### src/rtl/div_32bits_pkg.sv
// Shared definitions for the multi-cycle RV32M divider: op codes, FSM state
// encodings and the constants returned by the special cases.
package div_32bits_pkg;

    // funct3[1:0] of the M-extension divide group
    localparam logic [1:0] DIV_OP_DIV  = 2'b00;
    localparam logic [1:0] DIV_OP_DIVU = 2'b01;
    localparam logic [1:0] DIV_OP_REM  = 2'b10;
    localparam logic [1:0] DIV_OP_REMU = 2'b11;

    // FSM state encodings
    localparam logic [1:0] ST_IDLE = 2'd0;
    localparam logic [1:0] ST_CALC = 2'd1;
    localparam logic [1:0] ST_FIX  = 2'd2;
    localparam logic [1:0] ST_DONE = 2'd3;

    typedef enum logic [1:0] {
        IDLE = ST_IDLE,
        CALC = ST_CALC,
        FIX  = ST_FIX,
        DONE = ST_DONE
    } div_state_e;

    // Architectural results for divide-by-zero and signed overflow
    localparam logic [31:0] DIV_ZERO_Q = 32'hFFFF_FFFF;
    localparam logic [31:0] INT_MIN    = 32'h8000_0000;

endpackage

### src/rtl/div_32bits_step.sv
// One restoring shift-subtract iteration. The trial subtract reuses the
// 32-bit adder form (a + ~b + 1); the 33rd bit is resolved from the adder
// carry and the bits shifted above bit 31.
module div_step #(
    parameter int WIDTH = 32
) (
    input  logic [WIDTH:0]   rem_i,
    input  logic [WIDTH-1:0] quo_i,
    input  logic [WIDTH-1:0] divisor_i,
    output logic [WIDTH:0]   rem_o,
    output logic [WIDTH-1:0] quo_o
);

    logic [WIDTH:0]   shifted;
    logic [WIDTH-1:0] sum;
    logic             carry;
    logic             no_borrow;

    // Shift in the next dividend bit, subtract the divisor, keep the trial if it did not go negative
    always_comb begin
        shifted      = {rem_i[WIDTH-1:0], quo_i[WIDTH-1]};
        {carry, sum} = {1'b0, shifted[WIDTH-1:0]} + {1'b0, ~divisor_i} + {{WIDTH{1'b0}}, 1'b1};
        // Any bit at or above 2^32 in the shifted remainder guarantees it exceeds the divisor
        no_borrow    = rem_i[WIDTH] | shifted[WIDTH] | carry;
        rem_o        = no_borrow ? {~(shifted[WIDTH] ^ carry), sum} : shifted;
        quo_o        = {quo_i[WIDTH-2:0], no_borrow};
    end

endmodule

### src/rtl/div_32bits.sv
// Multi-cycle RV32M divider (DIV/DIVU/REM/REMU). Signed operands are made
// positive at accept, 32 restoring iterations run in CALC, and FIX selects
// quotient or remainder and restores the sign. Divide-by-zero and signed
// overflow are answered directly at the accept edge.
module div_32bits
    import div_32bits_pkg::*;
#(
    parameter int WIDTH = 32
) (
    input  logic             clk,
    input  logic             rst,
    input  logic             start,
    input  logic [1:0]       op,
    input  logic [WIDTH-1:0] a,
    input  logic [WIDTH-1:0] b,
    output logic             busy,
    output logic             done,
    output logic [WIDTH-1:0] result
);

    div_state_e       state_q, state_d;
    logic [5:0]       count_q, count_d;
    logic [WIDTH:0]   rem_q, rem_d;
    logic [WIDTH-1:0] quo_q, quo_d;
    logic [WIDTH-1:0] divisor_q, divisor_d;
    logic [1:0]       op_q, op_d;
    logic             q_neg_q, q_neg_d;
    logic             r_neg_q, r_neg_d;
    logic [WIDTH-1:0] result_q, result_d;

    logic             accept;
    logic             is_signed;
    logic             div_zero;
    logic             overflow;
    logic [WIDTH-1:0] abs_a;
    logic [WIDTH-1:0] abs_b;
    logic [WIDTH-1:0] fix_sel;
    logic             fix_neg;
    logic [WIDTH:0]   step_rem;
    logic [WIDTH-1:0] step_quo;

    div_step #(.WIDTH(WIDTH)) u_step (
        .rem_i     (rem_q),
        .quo_i     (quo_q),
        .divisor_i (divisor_q),
        .rem_o     (step_rem),
        .quo_o     (step_quo)
    );

    // State and datapath registers; reset aborts any operation in flight
    always_ff @(posedge clk or posedge rst) begin
        if (rst) begin
            state_q   <= IDLE;
            count_q   <= '0;
            rem_q     <= '0;
            quo_q     <= '0;
            divisor_q <= '0;
            op_q      <= '0;
            q_neg_q   <= 1'b0;
            r_neg_q   <= 1'b0;
            result_q  <= '0;
        end else begin
            state_q   <= state_d;
            count_q   <= count_d;
            rem_q     <= rem_d;
            quo_q     <= quo_d;
            divisor_q <= divisor_d;
            op_q      <= op_d;
            q_neg_q   <= q_neg_d;
            r_neg_q   <= r_neg_d;
            result_q  <= result_d;
        end
    end

    // Next-state logic: iterate in CALC, sign-fix in FIX, accept new work in IDLE/DONE
    always_comb begin
        state_d   = state_q;
        count_d   = count_q;
        rem_d     = rem_q;
        quo_d     = quo_q;
        divisor_d = divisor_q;
        op_d      = op_q;
        q_neg_d   = q_neg_q;
        r_neg_d   = r_neg_q;
        result_d  = result_q;

        is_signed = ~op[0];
        abs_a     = (is_signed && a[WIDTH-1]) ? -a : a;
        abs_b     = (is_signed && b[WIDTH-1]) ? -b : b;
        div_zero  = (b == '0);
        overflow  = is_signed && (a == INT_MIN) && (b == '1);
        accept    = start && ((state_q == IDLE) || (state_q == DONE));

        fix_sel   = op_q[1] ? rem_q[WIDTH-1:0] : quo_q;
        fix_neg   = op_q[1] ? r_neg_q : q_neg_q;

        case (state_q)
            IDLE: state_d = IDLE;
            CALC: begin
                rem_d   = step_rem;
                quo_d   = step_quo;
                count_d = count_q + 6'd1;
                if (count_q == 6'd31) begin
                    state_d = FIX;
                end
            end
            FIX: begin
                result_d = fix_neg ? -fix_sel : fix_sel;
                state_d  = DONE;
            end
            DONE: state_d = IDLE;
            default: state_d = IDLE;
        endcase

        // A new request overrides the default transitions of IDLE and DONE
        if (accept) begin
            op_d      = op;
            q_neg_d   = is_signed & (a[WIDTH-1] ^ b[WIDTH-1]);
            r_neg_d   = is_signed & a[WIDTH-1];
            rem_d     = '0;
            quo_d     = abs_a;
            divisor_d = abs_b;
            count_d   = '0;
            if (div_zero) begin
                result_d = op[1] ? a : DIV_ZERO_Q;
                state_d  = DONE;
            end else if (overflow) begin
                result_d = op[1] ? '0 : INT_MIN;
                state_d  = DONE;
            end else begin
                state_d  = CALC;
            end
        end
    end

    assign busy   = (state_q == CALC) || (state_q == FIX);
    assign done   = (state_q == DONE);
    assign result = result_q;

endmodule

### config.mk
export PLATFORM = sky130hd
export DESIGN_NAME = div_32bits
export DESIGN_NICKNAME = d
export VERILOG_FILES = /design/src/rtl/div_32bits_pkg.sv /design/src/rtl/div_32bits_step.sv /design/src/rtl/div_32bits.sv
export SDC_FILE = /design/constraint.sdc
export NUM_CORES = 1
export LEC_CHECK = 0
export CORE_ASPECT_RATIO = 0.7
export CORE_MARGIN = 2
export CORE_UTILIZATION = 43
export CTS_BUF_LIST = sky130_fd_sc_hd__clkbuf_4 sky130_fd_sc_hd__clkbuf_8 sky130_fd_sc_hd__clkbuf_16
export DETAILED_ROUTE_END_ITERATION = 16
export HOLD_SLACK_MARGIN = 0.05
export MAX_ROUTING_LAYER = met4
export PLACE_DENSITY = 0.62
export SLEW_MARGIN = 20
export SYNTH_ARGS = -nofsm -noshare
export SYNTH_HDL_FRONTEND = slang
export SYNTH_SLANG_ARGS = --single-unit
### constraint.sdc
create_clock -name clk -period 4.49 [get_ports clk]
set_clock_uncertainty 0.15 [all_clocks]
set_input_delay 0.898 -clock clk [delete_from_list [all_inputs] [get_ports clk]]
set_output_delay 0.898 -clock clk [all_outputs]
set_load 0.1 [all_outputs]
==> run_results.csv, run 1 <==
group,metric,value,unit
run_status,status,"finished clean",
clock_tree,cts_inserted_buffers,17,
clock_tree,h-tree-depth,4,
worst_setup_path,worstSetupStartpointType,"flop",
synthesis,synth_cell_types,67,
layout,drive_above_1_share,0.06604,
timing,worst_pin_slew,0.9778,ns
die,die_x,194.2,microns
detailed_routing,drtPass1Iterations,5,
timing,setup_viol,0,
detailed_routing,drc_errors,0,
worst_setup_path,critPathMaxStageDelay,0.47,ns
timing,max-slew-margin-rel,0.3461,
synthesis,yosys_most_used_dff,"dfrtp_1",
layout,area_growth,18.28,%
worst_setup_path,path_max_fanout,33,
power,p_per_area,882.1,nW/um^2
synthesis,ys_seq_area_frac,0.3216,
layout,nets,1491,
layout,num_antenna_cells,0,
clock_tree,hold_buffers,0,
synthesis,synth-async-reset-ratio,1.000,
min_path,hold_path_class,"reg -> reg",
worst_setup_path,crit_chain,"inv_1 > ha_1 > inv_1 > fa_1 > a211oi_1 > o21bai_1 > o211ai_1 > a21oi_1 > nor4_2 > buf_4 > nor2_1 > a21oi_1 > a21oi_1",
clock_tree,cts_setup_buffers,0,
global_routing,overflow,0,
timing,worst_slack,0.7569,ns
synthesis,postSynthAreaPerCell,8.354,sq um
worst_setup_path,worstSetupPathType,"reg -> reg",
global_routing,grt_pass1_vias,9172,
clock_tree,clock_path_buffers,2,
detailed_routing,wl_per_cell,18.67,microns
synthesis,synth_edf_count,0,
synthesis,ys_warn_count,0,
clock_tree,post_cts_resized,0,
layout,multi_input_comb_area,6885,sq um
detailed_routing,drtIter0Drc,789,
synthesis,syn-num-nets,1415,
power,ir_worst_vdd,591.7,uV
synthesis,ys_ff_latch,140,
layout,seqCellArea,3505,sq um
global_routing,antenna_found_initial,0,
die,die_h,137.2,microns
power,leakagePower,0.005326,uW
die,core_area,24740,sq um
layout,nFillCells,2353,
worst_setup_path,cp-end-kind,"flop",
global_routing,grt_pass1_wl,50260,microns
die,die_area,26640,sq um
place,gp_congestion,0.8952,
clock_tree,insertion_delay,0.44,ns
detailed_routing,wl,32080,microns
worst_setup_path,required,4.62,ns
synthesis,syn_inst,1304,
job,max-cap-violations,0,
timing,hold_viol_final,0,
layout,instances_no_fill,1718,
die,io_pins,103,
worst_setup_path,cp_common_cell,"a21oi_1",
die,fp-row-count,48,
timing,rsz0062_at_grt,"false",
clock_tree,cts.clk_slew.worst_paths,0.06,ns
synthesis,syn-cell-area,10890,sq um
place,dpl_worst_slack,0.4031,ns
clock_tree,numClockSinks,140,
place,place_inst,1686,
layout,final_cell_mix,"o21ai_0 (142), dfrtp_1 (139), nand2_1 (119), a21oi_1 (103), clkdlybuf4s50_1 (101)",
timing,final.min_clock_period,3.733,ns
worst_setup_path,crit_arrival,3.86,ns
die,initial_core_util,0.4403,
timing,drv_slew,0,
clock_tree,root_buffer,"clkbuf_16",
timing,fmax,0.2679,GHz
detailed_routing,vias,9878,
detailed_routing,ant_nets,0,
place,place_hpwl,23950,microns
clock_tree,cts_tree,"built",
layout,final_common_cell,"o21ai_0",
global_routing,grt_max_degree,87,
global_routing,grt_use_total,0.2477,
detailed_routing,routed_via_density,5.750,
timing,fin_setup_tns,0,ns
timing,finalCritPeriodShare,0.8314,
place,numPortBuffers,102,
worst_setup_path,critPathSlowestCell,"dfrtp_1",
state kept, by name, summed over array words and instances, names as in the netlist:
register and count:
result 32, state_q 2, quo_q 32, q_neg_q 1, op_q 1, count_q 6, r_neg_q 1, rem_q 33
divisor_q 32
cell usage after synthesis (8+ instances only):
master | number | area (sq um)
or3_1 | 9 | 56.30
nor2b_1 | 35 | 219.0
a31oi_1 | 10 | 62.56
nor2_1 | 91 | 341.6
a21oi_1 | 103 | 515.5
ha_1 | 41 | 513.0
a21o_1 | 14 | 105.1
o211ai_1 | 13 | 97.59
inv_1 | 57 | 214.0
o21ai_0 | 142 | 710.7
and3_1 | 8 | 50.05
o22ai_1 | 26 | 162.7
mux2i_1 | 88 | 880.8
nand2_1 | 120 | 450.4
dfrtp_1 | 140 | 3503
nand2b_1 | 9 | 56.30
nor4_1 | 10 | 62.56
nor3b_1 | 11 | 82.58
clkbuf_1 | 50 | 187.7
nor3_1 | 34 | 170.2
buf_2 | 11 | 55.05
o31ai_1 | 18 | 135.1
xor2_1 | 54 | 473.0
a211oi_1 | 16 | 120.1
buf_1 | 8 | 30.03
nand3_1 | 18 | 90.09
xnor2_1 | 61 | 534.3
nand4_1 | 16 | 100.1
power by group:
part | internal [uW] | switching, uW
Combinational | 2670 | 4760
Clock | 920 | 582
Sequential | 1860 | 571
cell families after synthesis:
kind of cell,after synthesis,share of synthesized area
fa+ha+maj,42,0.04893
compound gates,390,0.2149
flops,140,0.3216
xor+xnor,115,0.09245
simple gates,393,0.1856
mux,95,0.08809
buf+inv,129,0.04847
worst paths after layout:
path                            cells after the start            end           from  slack, ns
worst max-delay path                               13      rem_q[10]      quo_q[31]       0.76
worst min-delay path                                2  divisor_q[14]  divisor_q[14]       0.33
worst max register to register                     13      rem_q[10]      quo_q[31]       0.76
worst min register to register                      2  divisor_q[14]  divisor_q[14]       0.33
max in group asynchronous                           3  divisor_q[28]            rst       2.79
min in group asynchronous                           3      result[1]            rst       0.79
per-stage QoR:
stage	hold WS, ns	power (uW)	util	instance area, sq um
floorplan	0.2998	8033	-	10900
global placement	0.3157	9741	0.4961	12280
detailed placement	0.3213	9839	0.4959	12270
CTS	0.3350	11380	0.5208	12890
global route	0.3586	12220	0.5208	12890
finish	0.3297	11370	0.5208	12890
critical path: cells and delay by family (launching register included):
family,cells,cell delay [ns]
DFF,1,0.47
AOI/OAI and AO/OA,6,1.43
buffers and inverters,3,0.55
and+or+nand+nor,2,0.39
adders and majority gates,2,0.58
metal layers:
metal	track usage	part of all wire	vias up
met5	-	0	-
met4	0.06987	0.017	0
met3	0.03892	0.046	32
met1	0.3529	0.50	4755
li1	-	-	4859
met2	0.3652	0.44	232
layout make-up:
cell class                 count  area share
multi-input combinational   1035      0.5343
sequential                   140      0.2720
timing repair buffer         129     0.09748
clock buffer                  21     0.03680
tap                          325     0.03156
inverter                      57     0.01689
clock inverter                11     0.01097
(Power assumes the default switching activity.)
==> run 2, diff against run 1 <==
PLACE_DENSITY = 0.6   (was 0.62)
clock period = 3.5 ns   (was 4.49 ns; I/O delays follow)
==> run 2 against run 1 <==
Highest routed layer unchanged. First-iteration DRC count is 13% lower. Hold slack better by 0.00063 ns. Non-clock buffer count rose by 73. Final cell count is 4.2% higher. Sequential share of layout area decreased by 1.0 points. Core utilization increased by 2.0 points. Global-route usage is 1.3 points higher. Critical path type is now in -> reg. Total power grew 31%. Die area did not move.
==> run_results.csv, run 2 (synthesis gave the netlist of run 1 again) <==
group,metric,value,unit
run_status,status,"finished clean",
clock_tree,hold_buffers,0,
clock_tree,clock_path_buffers,2,
detailed_routing,vias,10130,
clock_tree,h-tree-depth,4,
power,p_per_area,1114,nW/um^2
layout,num_antenna_cells,0,
place,numPortBuffers,102,
layout,drive_above_1_share,0.1371,
power,leakagePower,0.005730,uW
global_routing,grt_max_degree,87,
layout,final_common_cell,"o21ai_0",
detailed_routing,routed_via_density,5.657,
clock_tree,numClockSinks,140,
timing,setup_viol,0,
worst_setup_path,required,3.70,ns
timing,worst_pin_slew,1.064,ns
detailed_routing,drc_errors,0,
die,die_x,194.2,microns
power,clock_power_share,0.124,
layout,seqCellArea,3505,sq um
power,swShare,0.5162,
clock_tree,cts.clk_slew.worst_paths,0.06,ns
min_path,hold_path_class,"reg -> reg",
die,die_area,26640,sq um
power,ir_worst_vdd,933.3,uV
global_routing,grt_use_total,0.2603,
timing,fmax,0.3029,GHz
global_routing,antenna_found_initial,0,
timing,max-slew-margin-rel,0.2820,
die,die_h,137.2,microns
timing,fin_setup_tns,0,ns
layout,nFillCells,2337,
power,power_frac_comb,0.669,
worst_setup_path,rr_worst_depth,14,
die,core_area,24740,sq um
layout,area_growth,22.80,%
die,initial_core_util,0.4403,
detailed_routing,drtIter0Drc,686,
layout,fin_util,0.5407,
worst_setup_path,path_max_fanout,20,
power,seqPwrFrac,0.208,
timing,holdWs,0.3303,ns
global_routing,grt_pass1_vias,9512,
global_routing,overflow,0,
worst_setup_path,worstSetupStartpointType,"input pin",
die,io_pins,103,
worst_setup_path,crit_arrival,3.50,ns
detailed_routing,ant_nets,0,
clock_tree,insertion_delay,0.43,ns
clock_tree,root_buffer,"clkbuf_16",
timing,drv_slew,0,
layout,largest_reg_flops,33,
layout,multi_input_comb_area,6900,sq um
min_path,hold_depth,2,
worst_setup_path,worstSetupPathType,"in -> reg",
worst_setup_path,cp-end-kind,"flop",
detailed_routing,wl,32780,microns
place,place_hpwl,25100,microns
place,gp_congestion,0.9234,
power,power_switching,7694,uW
job,max-cap-violations,0,
timing,hold_viol_final,0,
timing,rsz0062_at_grt,"false",
global_routing,grt_pass1_wl,52840,microns
detailed_routing,wl_per_cell,18.30,microns
layout,top_register,"rem_q",
die,fp-row-count,48,
timing,final.min_clock_period,3.301,ns
detailed_routing,drtPass1Iterations,5,
timing,finalCritPeriodShare,0.9433,
layout,nets,1564,
clock_tree,cts_tree,"built",
power,p_int,7211,uW
layout,final_cell_mix,"o21ai_0 (141), dfrtp_1 (139), buf_4 (128), nand2_1 (119), a21oi_1 (103)",
clock_tree,cts_inserted_buffers,17,
## run 2: cell type report
| cell class | instances | share of cell area |
|---|---|---|
| Timing Repair Buffer | 202 | 0.1317 |
| Inverter | 57 | 0.01627 |
| Clock inverter | 7 | 0.006640 |
| Sequential cell | 140 | 0.2620 |
| Multi-Input combinational cell | 1035 | 0.5158 |
| Tap cell | 325 | 0.03040 |
| Clock buffer | 25 | 0.03722 |
## run 2: worst paths after layout
path / from / end / slack (ns)
setup / recovery: b[6] / result[1] / 0.20
hold / removal: divisor_q[27] / divisor_q[27] / 0.33
setup reg to reg: quo_q[31] / rem_q[25] / 0.21
hold reg to reg: divisor_q[27] / divisor_q[27] / 0.33
max in group asynchronous: rst / result[21] / 1.96
min in group asynchronous: rst / quo_q[1] / 0.59
## run 2: power by group through the flow
stage               registers (uW)  clock network [uW]  logic [uW]
finish                        3090                1840        9970
global placement              3100                   0        9730
CTS                           3090                1870        9910
detailed placement            3110                   0        9840
global route                  3190                1960       10900
floorplan                     4160                   0        6140
## run 2: per-layer routing
layer  track usage  vias up  share of wire
li1              -     4986              -
met1        0.3870     4889           0.52
met2        0.3664      227           0.42
met3       0.04333       29          0.046
met4       0.06229        0          0.016
met5             -        -              0
## run 2: repair_timing
action / 4_1_cts / 5_1_grt
buffers inserted: 0 / 1
setup endpoints to repair: 0 / 33
resized for setup: 0 / 5
## run 2: through the flow
| step | instances | worst slack (ns) | total power [uW] | area, sq um |
|---|---|---|---|---|
| 4_1_cts | 1790 | 0.005882 | 14860 | 13360 |
| 2_1_floorplan | 1304 | 0.07558 | 10310 | 10900 |
| 3_3_place_gp | 1758 | -0.1230 | 12830 | 12770 |
| 5_1_grt | 1791 | 0.03676 | 16080 | 13380 |
| 6_report | 1791 | 0.1986 | 14910 | 13380 |
| 3_5_place_dp | 1758 | -0.2244 | 12950 | 12770 |
## run 2: worst max-delay path, cell delays in order
cell	delay, ns
clkdlybuf4s50_1	0.45
or4_4	0.58
nor3_2	0.19
nand4_1	0.20
nand2b_1	0.19
or4_1	0.64
buf_4	0.29
a21o_1	0.18
o21ai_0	0.07
==> run 3, diff against run 2 <==
ABC_AREA = 1   (was unset)
PLACE_DENSITY = 0.59   (was 0.6)
==> run 3 against run 2 <==
Largest cell class unchanged. Wire length grew 45%. Clock-buffer cell count decreased by 1. Largest power group unchanged. Synthesized area grew 11%. Combinational power rose by 7%. Die area up 10%. Critical path type unchanged. Sequential power is 7.1% lower.
==> run_results.csv, run 3 <==
group,metric,value,unit
die,die_h,144.1,microns
detailed_routing,vias,13280,
detailed_routing,wl_per_cell,19.66,microns
worst_setup_path,worstSetupPathType,"in -> reg",
timing,fmax,0.3195,GHz
place,numPortBuffers,102,
layout,num_antenna_cells,0,
synthesis,synthTopCellsByArea,"dfrtp_1 (29%), nand2_1 (17%), nand3_1 (8.4%), inv_1 (7.7%), nor2_1 (6.2%)",
detailed_routing,drc_errors,0,
die,initial_core_util,0.4352,
synthesis,syn-cell-area,12050,sq um
timing,finalCritPeriodShare,0.8942,
detailed_routing,ant_nets,0,
layout,final_common_cell,"nand2_1",
power,ir_worst_vdd,809.2,uV
global_routing,grt_max_degree,63,
detailed_routing,drtPass1Iterations,5,
layout,nets,2143,
layout,top_register,"rem_q",
synthesis,synthAdderAreaFrac,0.04423,
timing,hold_viol_final,0,
clock_tree,hold_buffers,0,
layout,final_cell_mix,"nand2_1 (541), inv_1 (246), nand3_1 (202), nor2_1 (194), o21ai_0 (144)",
synthesis,ys_seq_area_frac,0.2907,
clock_tree,root_buffer,"clkbuf_16",
job,max-cap-violations,0,
clock_tree,cts.clk_slew.worst_paths,0.06,ns
worst_setup_path,crit_arrival,3.28,ns
worst_setup_path,worstSetupStartpointType,"input pin",
synthesis,postSynthAreaPerCell,6.293,sq um
synthesis,synth_mux_area_frac,0,
global_routing,grt_use_total,0.3345,
timing,max-slew-margin-rel,0.5240,
worst_setup_path,timing.rr.start,"quo_q[31]",
power,swShare,0.5771,
clock_tree,cts_tree,"built",
timing,final.min_clock_period,3.130,ns
layout,nFillCells,2862,
worst_setup_path,timing.rr.end,"rem_q[20]",
synthesis,synth.most_common_cell,"nand2_1",
synthesis,yosysTopAreaCell,"dfrtp_1",
detailed_routing,wl,47480,microns
layout,drive_above_1_share,0.09540,
synthesis,synthSimpleGateAreaFrac,0.3837,
synthesis,synthTopCellsByCount,"nand2_1 (541), inv_1 (247), nand3_1 (202)",
power,clock_power_share,0.120,
clock_tree,h-tree-depth,4,
power,p_per_area,1080,nW/um^2
clock_tree,post_cts_resized,0,
global_routing,grt_pass1_vias,11710,
detailed_routing,routed_via_density,5.500,
clock_tree,insertion_delay,0.44,ns
synthesis,synth_cell_types,50,
layout,largest_reg_flops,33,
min_path,hold_depth,2,
timing,fin_setup_tns,0,ns
worst_setup_path,required,3.65,ns
clock_tree,numClockSinks,140,
clock_tree,cts_inserted_buffers,17,
min_path,worstHoldStart,"divisor_q[9]",
synthesis,synth_compound_area_frac,0.1515,
place,dpl_worst_slack,0.07651,ns
layout,area_growth,18.13,%
place,place_hpwl,38450,microns
worst_setup_path,rr_worst_depth,17,
global_routing,overflow,0,
timing,worst_slack,0.3702,ns
worst_setup_path,path_max_fanout,6,
synthesis,synth-async-reset-ratio,1.000,
worst_setup_path,cp-end-kind,"flop",
timing,setup_viol,0,
power,power_frac_comb,0.693,
power,leakagePower,0.006934,uW
clock_tree,cts_setup_buffers,0,
power,power_switching,8871,uW
worst_setup_path,worstSetupStartpoint,"a[1]",
detailed_routing,drtIter0Drc,1486,
min_path,hold_path_class,"reg -> reg",
synthesis,yosys_most_used_dff,"dfrtp_1",
synthesis,synth_top_family_by_area,"simple AND/OR/NAND/NOR gates",
die,die_area,29400,sq um
timing,rsz0062_at_grt,"false",
timing,worst_pin_slew,0.7086,ns
synthesis,synthXorXnorAreaFrac,0.02398,
synthesis,synth_edf_count,0,
die,io_pins,103,
power,p_int,6500,uW
synthesis,ys_warn_count,0,
synthesis,syn-num-nets,2026,
die,core_area,27690,sq um
synthesis,synth_top_area_frac,0.2907,
die,die_x,204.1,microns
place,gp_congestion,1.030,
worst_setup_path,r2r_setup_slack,0.41,ns
global_routing,antenna_found_initial,0,
clock_tree,clock_path_buffers,2,
power,seqPwrFrac,0.187,
global_routing,grt_pass1_wl,70580,microns
synthesis,ys_ff_latch,140,
min_path,min_to,"divisor_q[9]",
timing,drv_slew,0,
synthesis,syn_inst,1915,
run_status,status,"finished clean",
die,fp-row-count,51,
==> run 3: cell types whose count changed in the layout (fill, tap and decap cells not counted), sizes merged, moves of 45 or more <==
| cell | delta |
|---|---|
| mux2i | -88 |
| nand2 | +447 |
| nor2 | +118 |
| inv | +193 |
| xnor2 | -45 |
| nand3 | +186 |
==> run 3: cell type report <==
cell class,instances,area (sq um),area share
multi-input cells,1458,7288,0.5120
clock inverters,7,87.58,0.006152
clock buffers,24,503.0,0.03533
well taps,371,464.2,0.03261
flip-flops and latches,140,3505,0.2462
repair buffers,165,1446,0.1016
inverters,250,942.2,0.06618
==> run 3: worst max-delay path, stage by stage <==
cell	delay [ns]
clkdlybuf4s50_1	0.46
inv_1	0.13
ha_1	0.21
nand3_1	0.15
nor2_2	0.23
nand4_1	0.20
nor2_1	0.18
nand4_1	0.18
o21ai_2	0.47
inv_1	0.18
nand3_1	0.12
nand2_1	0.05
==> run 3: stage by stage <==
| stage | instances | instance area [sq um] | total power [uW] | hold WS (ns) | utilization |
|---|---|---|---|---|---|
| floorplan | 1915 | 12060 | 10380 | 0.3030 | - |
| global placement | 2384 | 13650 | 13230 | 0.3161 | 0.4927 |
| detailed placement | 2384 | 13650 | 13290 | 0.3266 | 0.4927 |
| CTS | 2415 | 14240 | 15170 | 0.3408 | 0.5141 |
| global route | 2415 | 14240 | 16520 | 0.3755 | 0.5141 |
| finish | 2415 | 14240 | 15370 | 0.3388 | 0.5141 |
==> run 3: worst max-delay path by stage <==
stage / cells past startpoint / to / slack [ns]
3_5_place_dp: 12 / result[27] / 0.08
6_report: 12 / result[26] / 0.37
4_1_cts: 17 / rem_q[20] / 0.44
2_1_floorplan: 1 / count_q[0] / 0.90
5_1_grt: 17 / rem_q[20] / 0.13
3_3_place_gp: 12 / result[26] / 0.13
==> run 3: kinds of logic after synthesis <==
logic type,count (synthesis)
simple gates,1067
buf+inv,317
compound gates,316
flops,140
fa+ha+maj,42
xor+xnor,33
==> run 3: layer usage <==
metal	up-vias	routed length (microns)	track usage
li1	6506	-	-
met1	6163	24870	0.5322
met3	27	5112	0.09171
met2	586	17220	0.4116
met5	-	0	-
met4	0	271	0.04500
==> run 3: power groups by stage <==
stage	clock, uW	sequential (uW)	combinational [uW]
after floorplan	0	4020	6360
after CTS	1860	2860	10400
after global placement	0	2870	10400
after detailed placement	0	2890	10400
final	1840	2870	10700
after global routing	1930	2940	11600
